==> src/rtl/fb_pkg.sv <==
// Shared types and geometry for the 40x30 1bpp framebuffer arbiter.
// Row width, row count and the grant/clear-state encodings live here.
package fb_pkg;

  localparam int SRC_W = 40;
  localparam int SRC_H = 30;
  localparam int ROW_W = 5;

  typedef logic [SRC_W-1:0] fb_row_t;

  typedef enum logic {
    IDLE,
    CLEAR
  } clr_state_t;

  typedef enum logic [1:0] {
    G_NONE,
    G_HOST,
    G_CLEAR
  } grant_t;

endpackage

==> src/rtl/fb_row_ram.sv <==
// Single-port framebuffer row RAM with synchronous read and per-bit write enable.
// There is no reset and no initial contents, so it maps onto block RAM.
module fb_row_ram #(
  parameter int WIDTH = 40,
  parameter int DEPTH = 30,
  parameter int AW    = 5
) (
  input  logic             i_clk,
  input  logic             i_we,
  input  logic             i_re,
  input  logic [AW-1:0]    i_addr,
  input  logic [WIDTH-1:0] i_wdata,
  input  logic [WIDTH-1:0] i_bit_en,
  output logic [WIDTH-1:0] o_rdata
);

  logic [WIDTH-1:0] r_mem [DEPTH];
  logic [WIDTH-1:0] r_rdata;

  // A write takes the single port; otherwise a read may use it.
  always_ff @(posedge i_clk) begin
    if (i_we) begin
      for (int b = 0; b < WIDTH; b++) begin
        if (i_bit_en[b]) begin
          r_mem[i_addr][b] <= i_wdata[b];
        end
      end
    end else if (i_re) begin
      r_rdata <= r_mem[i_addr];
    end
  end

  assign o_rdata = r_rdata;

endmodule

==> src/rtl/fb_row_arbiter.sv <==
// Framebuffer port arbiter: display fetch has absolute priority with a fixed
// two-cycle latency; host writes and the clear engine share leftover slots round-robin.
module fb_row_arbiter
  import fb_pkg::*;
#(
  parameter int SRC_W       = fb_pkg::SRC_W,
  parameter int SRC_H       = fb_pkg::SRC_H,
  parameter int VBLANK_ONLY = 1
) (
  input  logic             i_clk,
  input  logic             i_reset,
  input  logic             i_rd_req,
  input  logic [ROW_W-1:0] i_rd_row,
  output logic             o_rd_valid,
  output logic [SRC_W-1:0] o_rd_data,
  input  logic             i_in_vblank,
  input  logic             i_wr_valid,
  output logic             o_wr_ready,
  input  logic [ROW_W-1:0] i_wr_row,
  input  logic [SRC_W-1:0] i_wr_data,
  input  logic [SRC_W-1:0] i_wr_mask,
  input  logic             i_clear_start,
  input  logic             i_clear_value,
  output logic             o_clear_busy,
  output logic             o_err_row
);

  clr_state_t       r_state, w_state_next;
  logic [ROW_W-1:0] r_row_ctr, w_row_ctr_next;
  logic             r_clr_val, w_clr_val_next;
  grant_t           r_last_grant, w_grant;
  logic             r_err_row;
  logic             r_rd_v1, r_rd_oob1, r_rd_valid;
  logic [SRC_W-1:0] r_rd_data;

  logic             w_slot_open, w_host_oob, w_rd_oob;
  logic             w_ram_we, w_ram_re;
  logic [ROW_W-1:0] w_ram_addr;
  logic [SRC_W-1:0] w_ram_wdata, w_ram_mask, w_ram_rdata;

  assign w_slot_open = !i_reset && !i_rd_req && ((VBLANK_ONLY == 0) || i_in_vblank);
  assign w_host_oob  = int'(i_wr_row) >= SRC_H;
  assign w_rd_oob    = int'(i_rd_row) >= SRC_H;

  // On contention the writer that did not win last time takes the slot.
  always_comb begin
    w_grant = G_NONE;
    if (w_slot_open) begin
      if (i_wr_valid && (r_state == CLEAR)) begin
        w_grant = (r_last_grant == G_HOST) ? G_CLEAR : G_HOST;
      end else if (i_wr_valid) begin
        w_grant = G_HOST;
      end else if (r_state == CLEAR) begin
        w_grant = G_CLEAR;
      end
    end
  end

  always_comb begin
    w_state_next   = r_state;
    w_row_ctr_next = r_row_ctr;
    w_clr_val_next = r_clr_val;
    case (r_state)
      IDLE: begin
        if (i_clear_start) begin
          w_state_next   = CLEAR;
          w_row_ctr_next = '0;
          w_clr_val_next = i_clear_value;
        end
      end
      CLEAR: begin
        if (w_grant == G_CLEAR) begin
          if (r_row_ctr == ROW_W'(SRC_H - 1)) begin
            w_state_next   = IDLE;
            w_row_ctr_next = '0;
          end else begin
            w_row_ctr_next = r_row_ctr + 1'b1;
          end
        end
      end
      default: w_state_next = IDLE;
    endcase
  end

  assign w_ram_we    = (w_grant == G_CLEAR) || ((w_grant == G_HOST) && !w_host_oob);
  assign w_ram_re    = i_rd_req && !w_rd_oob;
  assign w_ram_addr  = i_rd_req ? i_rd_row : ((w_grant == G_CLEAR) ? r_row_ctr : i_wr_row);
  assign w_ram_wdata = (w_grant == G_CLEAR) ? {SRC_W{r_clr_val}} : i_wr_data;
  assign w_ram_mask  = (w_grant == G_CLEAR) ? {SRC_W{1'b1}} : i_wr_mask;

  fb_row_ram #(
    .WIDTH (SRC_W),
    .DEPTH (SRC_H),
    .AW    (ROW_W)
  ) u_ram (
    .i_clk    (i_clk),
    .i_we     (w_ram_we),
    .i_re     (w_ram_re),
    .i_addr   (w_ram_addr),
    .i_wdata  (w_ram_wdata),
    .i_bit_en (w_ram_mask),
    .o_rdata  (w_ram_rdata)
  );

  always_ff @(posedge i_clk) begin
    if (i_reset) begin
      r_state      <= IDLE;
      r_row_ctr    <= '0;
      r_clr_val    <= 1'b0;
      r_last_grant <= G_CLEAR;
      r_err_row    <= 1'b0;
      r_rd_v1      <= 1'b0;
      r_rd_oob1    <= 1'b0;
      r_rd_valid   <= 1'b0;
      r_rd_data    <= '0;
    end else begin
      r_state   <= w_state_next;
      r_row_ctr <= w_row_ctr_next;
      r_clr_val <= w_clr_val_next;
      if (w_grant != G_NONE) begin
        r_last_grant <= w_grant;
      end
      if (((w_grant == G_HOST) && w_host_oob) || (i_rd_req && w_rd_oob)) begin
        r_err_row <= 1'b1;
      end
      r_rd_v1    <= i_rd_req;
      r_rd_oob1  <= w_rd_oob;
      r_rd_valid <= r_rd_v1;
      // Out-of-range fetches never touched the RAM, so substitute zeros.
      if (r_rd_v1) begin
        r_rd_data <= r_rd_oob1 ? '0 : w_ram_rdata;
      end
    end
  end

  assign o_wr_ready   = (w_grant == G_HOST);
  assign o_clear_busy = (r_state == CLEAR);
  assign o_err_row    = r_err_row;
  assign o_rd_valid   = r_rd_valid;
  assign o_rd_data    = r_rd_data;

endmodule

==> config.mk <==
export PLATFORM = sky130hd
export DESIGN_NAME = fb_row_arbiter
export DESIGN_NICKNAME = d
export VERILOG_FILES = /design/src/rtl/fb_pkg.sv /design/src/rtl/fb_row_ram.sv /design/src/rtl/fb_row_arbiter.sv
export SDC_FILE = /design/constraint.sdc
export NUM_CORES = 2
export LEC_CHECK = 0
export CORE_ASPECT_RATIO = 1.25
export CORE_MARGIN = 2
export CORE_UTILIZATION = 40
export DETAILED_ROUTE_END_ITERATION = 6
export PLACE_DENSITY = 0.64
export SETUP_SLACK_MARGIN = 0.5
export SKIP_CTS_REPAIR_TIMING = 1
export SYNTH_ARGS = -nofsm -noshare
export SYNTH_HDL_FRONTEND = slang
export SYNTH_SLANG_ARGS = --single-unit
export TNS_END_PERCENT = 100
==> constraint.sdc <==
create_clock -name i_clk -period 7.77 [get_ports i_clk]
set_clock_uncertainty 0.15 [all_clocks]
set_input_delay 0.777 -clock i_clk [delete_from_list [all_inputs] [get_ports i_clk]]
set_output_delay 0.777 -clock i_clk [all_outputs]
set_load 0.02 [all_outputs]
# Yosys cells after proc, flatten, opt, wreduce, memory -nomap -nowiden
# Memory sizes are Yosys's and may differ from the RTL's. A register that Yosys moved wholly into a read port is not among the register bits.
# Index checks and enable logic that the tools add are counted.
# W data, S select, Z words.
[word_totals]
memories = 1
ramBits = 1200
latchBits = 0
regBits = 53
output_inout_bits = 44
rom_bits = 0
input_bits = 97
[op_classes]
n_mux = 138
n_lt_le_gt_ge = 2
n_eq_ne = 6
multipliers = 0
n_bitwise = 2
n_shift = 0
reduce_logical = 17
n_div = 0
n_addsub = 1
[memory_table]
columns = ["memory", "depth", "width", "read_ports", "rd_ports_with_merged_regs", "write_ports", "line", "source"]
rows = [
  ["u_ram.r_mem", 30, 40, 1, 1, 1, "fb_row_ram.sv:17", "logic [WIDTH-1:0] r_mem [DEPTH];"],
]
[ops]
columns = ["cell", "n"]
rows = [
  ["$mux W1", 123],
  ["$mux W40", 3],
  ["$mux W5", 5],
  ["$ge A5 B5 Y1 const B", 2],
  ["$mux W2", 5],
  ["$pmux W5 S2", 1],
  ["$logic_and A1 B1 Y1", 7],
  ["$reduce_and A2 Y1", 3],
  ["$add A5 B1 Y5 const B", 1],
  ["$eq A5 B5 Y1 const B", 1],
  ["$eq A2 B1 Y1 const B", 2],
  ["$logic_not A1 Y1", 4],
  ["$eq A2 B2 Y1 const B", 1],
  ["$logic_or A1 B1 Y1", 2],
  ["$ne A2 B1 Y1 const B", 1],
  ["$ne A2 B2 Y1 const B", 1],
  ["$not A1 Y1", 2],
  ["$pmux W1 S2", 1],
  ["$reduce_bool A2 Y1", 1],
]

# Depth between registers and ports, before layout
[logic_depth]
word_depth = 9
depth_mapped = 13

# By module
# From an unflattened synthesis, not the netlist that was laid out.
[unflattened]
hier_cells = 4364
area_unflattened_um2 = 55373.1
[by_module_without_submodules]
columns = ["module", "n_inst", "area_per_inst_um2", "cells_per_inst"]
rows = [
  ["fb_row_ram", 1, 52547.9, 3965],
  ["fb_row_arbiter", 1, 2825.2, 399],
]

# Worst setup path after synthesis
# No wires, ideal clock.
[synth_timing]
path_kind = "input to register"
startpoint = "input port i_rd_req"
endpoint = "register u_ram.r_rdata[23] (netlist: u_ram.o_rdata[23]) (read register of u_ram.r_mem), data pin"
stages = 9
setup_ns = 0.271
path_slack_ns = 4.617
arrival_ns = 2.733
cell_sequence = "and4bb_4 -> o211ai_2 -> o211ai_1 -> buf_4 -> buf_6 -> buf_2 -> mux4_2 -> a22oi_1 -> nand4_1"
[synth_via]
elab_chain_len = 9
word_cells_on_any_way = 13
[synth_lines]
columns = ["item", "line", "source"]
rows = [
  ["start, declared", "fb_row_arbiter.sv:12", "input logic i_rd_req,"],
  ["$logic_not A1 Y1", "fb_row_arbiter.sv:41", "assign w_slot_open = !i_reset && !i_rd_req && ((VBLANK_ONLY == 0) || i_in_vblank);"],
  ["$logic_and A1 B1 Y1 (2 in a row)", "fb_row_arbiter.sv:41", ""],
  ["$mux W2", "fb_row_arbiter.sv:48", "if (w_slot_open) begin"],
  ["$eq A2 B1 Y1", "fb_row_arbiter.sv:85", "assign w_ram_we = (w_grant == G_CLEAR) || ((w_grant == G_HOST) && !w_host_oob);"],
  ["$logic_and A1 B1 Y1", "fb_row_arbiter.sv:85", ""],
  ["$logic_or A1 B1 Y1", "fb_row_arbiter.sv:85", ""],
  ["$not A1 Y1 (no source line)", "n/a", ""],
  ["$reduce_and A2 Y1 (no source line)", "n/a", ""],
  ["end, declared", "fb_row_ram.sv:18", "logic [WIDTH-1:0] r_rdata;"],
]
# Parallel ways exist; a longest one is shown, timed or not.
# A chain may end at the register's enable or synchronous reset.

# Worst setup path after layout
[layout_timing]
startpoint = "input port i_rd_req"
endpoint = "memory u_ram.r_mem[16][35], enable pin"
[layout_via]
elab_chain_len = 9
word_cells_on_any_way = 14
[layout_lines]
columns = ["item", "line", "source"]
rows = [
  ["$logic_not A1 Y1", "fb_row_arbiter.sv:41", ""],
  ["$logic_and A1 B1 Y1 (2 in a row)", "fb_row_arbiter.sv:41", ""],
  ["$mux W2", "fb_row_arbiter.sv:48", ""],
  ["$eq A2 B2 Y1 / $eq A2 B1 Y1 (equally long branches)", "fb_row_arbiter.sv:85, fb_row_arbiter.sv:87, fb_row_arbiter.sv:89", ""],
  ["$mux W40 / $logic_and A1 B1 Y1 (equally long branches)", "fb_row_arbiter.sv:89, fb_row_arbiter.sv:85", ""],
  ["$mux W1 / $logic_or A1 B1 Y1 (equally long branches)", "fb_row_ram.sv:24, fb_row_arbiter.sv:85", ""],
  ["$mux W1", "fb_row_ram.sv:22", "if (i_we) begin"],
  ["$mux W1 (not written as such)", "fb_row_ram.sv:25", "r_mem[i_addr][b] <= i_wdata[b];"],
  ["end, declared", "fb_row_ram.sv:17", ""],
]
# Parallel ways exist; a longest one is shown, timed or not.

==> summary.md <==
| Metric | Value |
|---|---|
| Starting Density | 40.20% |
| Core box area | 0.1369 mm^2 |
| Largest net degree at the start of global routing | 127 |
| Synth async-reset ratio | 0% |
| Critical R2R Launch | r_last_grant[1] |
| DR DRC count | 0 |
| Vias in the first global route | ~34k |
| Worst Setup Path Type | in2reg |
| Multi-input gate area | 0.01539 mm^2 |
| Die Span X | 335.8 um |
| Post-synth EDFFs | 1240 |
| Detailed Route Iter0 Violations | 4753 |
| Clock buffer depth | 3 |
| Port bufs | 140 |
| Layout cells sized above 1 | 13.53% |
| Nets@finish | 4196 |
| Slew headroom | between 10% and 20% |
| Final period util | 65.44% |
| CTS Sinks | between 1k and 1.5k |
| Reg2reg end | u_ram.r_mem[16][35] |
| Die height | 418.8 um |
| Max Cap Viol | 0 |
| Run status | complete, no violations |
| DR WL/cell | 26.47 um |
| Reg area | 0.03830 mm^2 |
| Mapped Nets | 4272 |
| Tot Pwr | 0.01475 W |
| Detailed-placement wirelength estimate | 80420 um |
| Antenna viol nets, final | 0 |
| Register area share after synthesis | 69.57% |
| # H-tree levels | 3 |
| Synth warnings | 0 |
| CP max FO | 40 |
| Gate Count Post-Synth | around 4.2k |
| Tot GR Track Use | 22.39% |
| First-pass GRT wire length | between 200000 and 250000 um |
| Layout area overhead | 12.28% |
| TritonCTS clock tree | done |
| Most frequent cells in the layout | nor2_1 (1259), edfxtp_1 (1240), nand2_1 (400) |
| Die ar. | between 0.1 and 0.15 mm^2 |
| Flop2flop setup slack | 3.20 ns |
| Filler Cell Count | 12.16k |
| Most common cell after layout, fill and taps aside | nor2_1 |
| Setup Viol. Count Final | 0 |
| I/O pins | 141 |
| Worst-path clk slew | around 0.070 ns |
| Setup crit end kind | register |
| Routed WL | 158100 um |
| Final Critical Period | 5.085 ns |
| Setup TNS | 0 ns |
| Fmax | 196.7 MHz |
| Final Hold Fails | 0 |
| Primary FF master, synth | edfxtp_1 |
| Avg Cell Area, Syn | between 10 and 15 um^2 |
| Worst VDD drop | 0.1741 mV |
| TritonCTS Buffers | around 120 |
| Core Rows | roughly 150 |
| Pwr Density | 238.7 mW/mm^2 |
| FF-to-FF path depth | 8 |
| Hold path start | u_ram.o_rdata[37] |
| Pins Over Slew Limit | 0 |
| Final GP Congestion | 0.7850 |
| Critical path required time | 8.03 ns |
| Worst hold path class | reg2reg |
| Via count | 34.65k |
| WP data arrival | 5.34 ns |
| Leak Pwr | between 15 and 20 nW |
| Slew of the pin with the lowest slew margin | 1.308 ns |
| Total grt overflow | 0 |
| Antenna violations before repair | 2 |
| Hold worst-path end | o_rd_data[37] |
| Clock Root Buffer | clkbuf_16 |
| FF+latch count, synth | 1293 |
| Vias per cell | 5.801 |
| Post-Syn Area | between 0.05 and 0.06 mm^2 |
| Startpoint class of the critical path | input port |
| Synth cell types | 52 |
| RSZ-0062 raised after global routing | false |
| Drt first pass iters | 6 |
| Clk Latency, worst-skew pair | 0.75 ns |
| Depth of the worst hold-timing path | 2 |
## layout make-up
type	count	share of cell area [%]
Tap cell	1771	3.585
Clock inverter	59	0.8684
Antenna cell	3	0.01215
Sequential cell	1293	61.96
Multi-Input combinational cell	2464	24.90
Timing Repair Buffer	214	3.239
Inverter	6	0.03644
Clock buffer	163	5.399
## metrics by stage
stage	utilization [%]	hold WS [ns]	cells	worst slack [ns]	cell area (um^2)
4_1_cts	45.11	0.3198	5970	2.789	61770
5_1_grt	45.14	0.3391	5970	2.554	61800
6_report	45.14	0.3240	5973	2.685	61810
3_3_place_gp	42.28	0.2968	5748	2.080	57900
3_5_place_dp	42.28	0.3015	5748	2.023	57900
2_1_floorplan	-	0.2761	4173	4.617	55050
## how the worst max path moves through the flow
stage               depth (start not counted)  slack [ns]      from                  end
floorplan                                   9        4.62  i_rd_req    u_ram.o_rdata[23]
global placement                            9        2.08  i_rd_req  u_ram.r_mem[17][18]
detailed placement                          9        2.02  i_rd_req  u_ram.r_mem[16][35]
CTS                                         9        2.79  i_rd_req  u_ram.r_mem[16][35]
global route                                9        2.55  i_rd_req  u_ram.r_mem[16][35]
finish                                      9        2.69  i_rd_req  u_ram.r_mem[16][35]
## critical path, cell delays in order
cell and delay (ns):
clkdlybuf4s50_1 0.75, nand4bb_4 0.42, a2111oi_2 0.40, a211oi_4 0.08, buf_4 0.33, nor3_1 0.79
and2_4 0.66, nand2_4 0.74, nor2_1 0.34
## sequential cells by signal, summed over array words and instances, names as in the netlist, 2 cells and up
name / count
r_row_ctr: 5
u_ram.r_mem: 1200
u_ram.o_rdata: 40
o_rd_data: 40
r_last_grant: 2
## report_power, final
group          switching [W]  internal, W
Clock                0.00262      0.00324
Sequential         0.0000299      0.00771
Combinational       0.000786     0.000372
## per-layer routing
metal	part of all wire, %	wire length (um)	up-vias	track usage, %
met4	3.6	5679	2	8.611
met3	8.1	12840	274	3.062
met1	38	59800	17920	28.60
met5	0.0082	13	-	0
li1	-	-	14840	-
met2	50	79790	1617	38.65
## Yosys cell counts, types with 24 or more instances
cell type  number  area (um^2)
mux4_2        216         4865
nor2b_1        43        269.0
nand2_1       431         1618
o2111ai_1      25        219.0
a22oi_1        75        563.0
dfxtp_1        53         1061
and3_1         24        150.1
a21oi_1       117        585.6
buf_2         114        570.6
a31oi_1        35        219.0
a221oi_1       25        219.0
nor2_1       1263         4741
nand3_1        83        415.4
edfxtp_1     1240        37240
a32oi_1        34        297.8
clkbuf_1      255        957.2
## cells by family (layout without fill, tap and decap cells)
| kind of cell | Yosys count | after routing | synth area share [%] |
|---|---|---|---|
| AND/OR/NAND/NOR | 1896 | 1896 | 13.73 |
| flip-flops | 1293 | 1293 | 69.57 |
| buffers and inverters | 416 | 442 | 3.362 |
| AO/OA/AOI/OAI | 333 | 333 | 4.162 |
| multiplexers | 229 | 229 | 9.073 |
| XOR/XNOR | 4 | 4 | 0.06365 |
| adder cells (fa/ha/maj) | 2 | 2 | 0.04545 |
| other | 0 | 3 | 0 |
No activity file was read; power rests on OpenSTA's default activity.
